$ cat src/rtl/cbus_arbiter.sv
// cbus_arbiter: N-to-1 CBus arbiter; the grant is held for a whole burst, until ready && last.
// Define CBUS_ARB_RR_EN for round-robin arbitration; otherwise the lowest index wins.
package cbus_pkg;
    typedef struct packed {
        logic        valid;
        logic        is_write;
        logic [2:0]  size;
        logic [31:0] addr;
        logic [7:0]  strobe;
        logic [63:0] data;
        logic [7:0]  len;
        logic [1:0]  burst;
    } cbus_req_t;
    typedef struct packed {
        logic        ready;
        logic        last;
        logic [63:0] data;
    } cbus_resp_t;
endpackage

module cbus_arbiter
    import cbus_pkg::*;
#(
    parameter int NUM_REQ = 2,
    localparam int IDX_W = $clog2(NUM_REQ)
) (
    input  logic             clk,
    input  logic             reset,
    input  cbus_req_t        ireqs [NUM_REQ],
    output cbus_resp_t       iresps [NUM_REQ],
    output cbus_req_t        oreq,
    input  cbus_resp_t       oresp,
    output logic             busy,
    output logic [IDX_W-1:0] grant_idx
);
    typedef enum logic {IDLE, BUSY} state_t;
    state_t state, state_n;
    logic [IDX_W-1:0] base, winner;
    logic any_valid, done;
`ifdef CBUS_ARB_RR_EN
    logic [IDX_W-1:0] rr_ptr;
    always_ff @(posedge clk)
        if (reset) rr_ptr <= '0;
        else if (state == IDLE && any_valid) rr_ptr <= IDX_W'((int'(winner) + 1) % NUM_REQ);
    assign base = rr_ptr;
`else
    assign base = '0;
`endif
    // scan downward from base so the final hit is the requester nearest to base
    always_comb begin
        winner = '0;
        any_valid = 1'b0;
        for (int k = NUM_REQ - 1; k >= 0; k--)
            if (ireqs[(int'(base) + k) % NUM_REQ].valid) begin
                winner = IDX_W'((int'(base) + k) % NUM_REQ);
                any_valid = 1'b1;
            end
    end
    assign done = (oresp.ready && oresp.last) || !ireqs[grant_idx].valid;
    always_ff @(posedge clk) begin
        if (reset) begin
            state <= IDLE;
            grant_idx <= '0;
        end else begin
            state <= state_n;
            if (state == IDLE && any_valid) grant_idx <= winner;
        end
    end
    always_comb begin
        state_n = (state == IDLE) ? (any_valid ? BUSY : IDLE) : (done ? IDLE : BUSY);
        busy = state == BUSY;
        oreq = busy ? ireqs[grant_idx] : '0;
        for (int i = 0; i < NUM_REQ; i++)
            iresps[i] = (busy && grant_idx == IDX_W'(i)) ? oresp : '0;
    end
endmodule

$ cat config.mk
export PLATFORM = sky130hd
export DESIGN_NAME = cbus_arbiter
export DESIGN_NICKNAME = d
export VERILOG_FILES = /design/src/rtl/cbus_arbiter.sv
export SDC_FILE = /design/constraint.sdc
export NUM_CORES = 1
export LEC_CHECK = 0
export BUFFER_PORTS_ARGS = -buffer_cell sky130_fd_sc_hd__buf_4
export CORE_AREA = 2 2 220 222
export DETAILED_ROUTE_END_ITERATION = 7
export DIE_AREA = 0 0 222 224
export SLEW_MARGIN = 20
export SYNTH_ARGS = -nofsm -noshare
export SYNTH_HDL_FRONTEND = slang
export SYNTH_SLANG_ARGS = --single-unit
$ cat constraint.sdc
create_clock -name clk -period 1.29 [get_ports clk]
set_clock_uncertainty 0.1 [all_clocks]
set_input_delay 0.258 -clock clk [delete_from_list [all_inputs] [get_ports clk]]
set_output_delay 0.258 -clock clk [all_outputs]
set_load 0.1 [all_outputs]
==> results.py <==
metrics = {
    "setup_path": {
        "crit_path_end_kind": "output pin",
        "worstPathRequired_ns": 0.93,
        "crit_arrival_ns": 1.60,
        "crit_fanout": 7,
        "crit_slowest_cell": "dfxtp_4",
        "crit_top_cell": "buf_12",
        "rr_worst_depth": 6,
        "crit_cells": 7,
        "crit_path_max_incr_delay_ns": 0.39,
        "critPathTopFamily": "buffers and inverters",
        "worstSetupPathType": "flip-flop to output pin",
        "critPathLaunchType": "flip-flop",
        "crit_buf_inv": 5,
        "path_cells": "buf_12 > nor2_4 > buf_12 > buf_12 > buf_16 > and2_4 > buf_12",
    },
    "sta": {
        "fmax_ghz": 0.511,
        "report.final.hold_viol_count": 0,
        "tightest_slew_ns": 0.248,
        "fin_crit_sh_pct": 152,
        "setup_slack_ns": -0.666,
        "tns_ns": -146.78,
        "rsz0062_at_grt": "yes",
        "slew_headroom_pct": 83.0,
        "slew_viol_final": 0,
        "fin_crit_ns": 1.96,
        "setup_viol": 254,
    },
    "logic_synthesis": {
        "synth_area_per_cell_um2": 6.77,
        "synth-async-reset-ratio_pct": 0,
        "syn_inst": 427,
        "synth_common_cells": "119 x mux2i_1, 119 x nor2_1, 66 x and2_1, 66 x and3_1, 12 x clkbuf_1",
        "synth_edf_count": 0,
        "synth_area_um2": 2890,
        "synth_area_leaders": "mux2i_1 41%, nor2_1 15%, and2_1 14%",
        "yosys.area.top_type": "mux2i_1",
        "ys.flop_type": "dfxtp_1",
        "syn_nets": 733,
        "synth_seq_cells": 2,
        "yosysSeqAreaShare_pct": 1.38,
        "yosysWarnings": 0,
        "ys_types": 17,
        "yosysTopAreaCellShare_pct": 41.2,
    },
    "power": {
        "p_leak_nw": 5.27,
        "p_seq_share_pct": 0.9,
        "clockPowerShare_pct": 5.3,
        "intPower_mw": 3.73,
        "power_switching_mw": 5.32,
        "power.density_nw_per_um2": 718,
        "p_sw_share_pct": 58.8,
        "vdd.ir_drop.worst_mv": 0.352,
        "p_comb_share_pct": 93.8,
    },
    "die": {
        "placementRows": 80,
        "die_h_um": 224,
        "pin_count": 559,
        "core_area_um2": 47300,
        "start_util_pct": 6.11,
        "dieWidth_um": 222,
        "dieArea_um2": 49700,
    },
    "clock_network": {
        "cts_root_buffer": "clkbuf_16",
        "cts_made_buffers": 3,
        "holdBufCountCts": 0,
        "clkTransAtPathRegs_ns": 0.03,
        "cts.path.max_buffers": 2,
        "clk_latency_ns": 0.22,
        "cts_tree": "yes",
        "clock-sinks": 2,
        "h-tree-depth": 1,
    },
    "detailed_routing": {
        "drt_drc_violations_left": 0,
        "drt_iter0_markers": 117,
        "dr_wl_met3_um": 2360,
        "wirelength_um": 28400,
        "ant_nets": 0,
        "num_vias": 5747,
        "firstDrtPassIters": 4,
        "wl_met1_um": 9730,
        "met2WireLength_um": 15500,
        "routed.top_layer": "met5",
        "routedWlPerCell_um": 17.3,
        "viasPerCell": 3.50,
    },
    "global_routing": {
        "grt_max_degree": 30,
        "grt_pass1_wl_um": 36400,
        "grt_overflow_total": 0,
        "grt_usage_pct": 9.60,
        "grt_pass1_vias": 5963,
        "antenna_found_initial": 4,
    },
    "final_layout": {
        "drive_gt1_share_pct": 89.6,
        "layout.nets": 1336,
        "fin_cells": 1644,
        "regArea_um2": 47.5,
        "num-fill-cells": 4794,
        "syn2layout_area_growth_pct": 336,
        "multiInputGateArea_um2": 4210,
    },
    "placed_design": {
        "io_buffers": 558,
        "gp_congestion": 0.817,
        "dp.cells": 1623,
        "place_hpwl_um": 20900,
    },
    "outcome": {
        "outcome": "finished, violations left",
        "violations": "negative setup slack",
    },
    "hold_path": {
        "hold_depth": 2,
        "hp-class": "input pin to flip-flop",
    },
    "flow_run": {
        "max_cap_viol_count": 0,
    },
}
-- final timing paths --
path | startpoint | endpoint | slack (ns)
worst max-delay path | grant_idx | iresps[88] | -0.67
worst min-delay path | reset | busy | 0.09
worst max register to register | grant_idx | busy | -0.21
worst min register to register | grant_idx | grant_idx | 0.68
-- sequential cells by signal, indices dropped and copies added (netlist names) --
signal / cells
grant_idx: 1
busy: 1
-- power groups by stage --
| stage | logic (mW) | clock network, mW | registers (mW) |
|---|---|---|---|
| global placement | 6.79 | 0 | 0.0786 |
| finish | 8.48 | 0.482 | 0.0830 |
| CTS | 7.75 | 0.488 | 0.0782 |
| global route | 8.73 | 0.496 | 0.0846 |
| detailed placement | 6.83 | 0 | 0.0787 |
| floorplan | 4.86 | 0 | 0.111 |
-- cells in the final DEF, fill, tap and decap left out, types with 5 or more instances in the layout --
master	count
and3_4	66
and2_4	66
buf_12	163
buf_4	381
nor2_1	49
buf_8	14
nor2_2	7
buf_6	77
mux2i_2	12
mux2i_1	53
nor2_4	64
clkbuf_16	9
mux2i_4	54
buf_16	5
-- layout make-up --
type	count	share of cell area, %
timing repair buffer	646	59.4
multi-input combinational	376	33.4
tap	615	6.10
clock buffer	3	0.596
sequential	2	0.377
inverter	1	0.0893
antenna	1	0.0199
-- per-layer routing --
metal	vias to the layer above	global-route usage [%]
met5	-	0
met2	396	18.9
met3	32	2.49
li1	2655	-
met4	4	2.11
met1	2660	10.1
-- metrics by stage --
stage          instance area (µm²)  setup WS (ns)  hold slack (ns)  power, mW  utilization (%)
6_report                     12600         -0.666           0.0893       9.05             26.6
5_1_grt                      12600         -0.725           0.0986       9.31             26.6
3_3_place_gp                  9220         -0.483            0.317       6.87             19.5
4_1_cts                      11100         -0.665           0.0866       8.32             23.4
2_1_floorplan                 4000          -1.40            0.217       4.97                -
3_5_place_dp                  9220         -0.482            0.318       6.91             19.5
-- kinds of logic after synthesis --
family / after synthesis / synth area share (%)
DFF: 2 / 1.38
AOI/OAI and AO/OA: 5 / 1.04
and+or+nand+nor: 252 / 44.4
muxes: 119 / 41.2
buffers and inverters: 49 / 12.0
-- repair_timing --
action	4_1_cts	5_1_grt
gates cloned	4	8
setup endpoints to repair	254	255
pin swaps	2	3
buffers inserted	5	3
resized for setup	371	304
(Power assumes the default switching activity.)
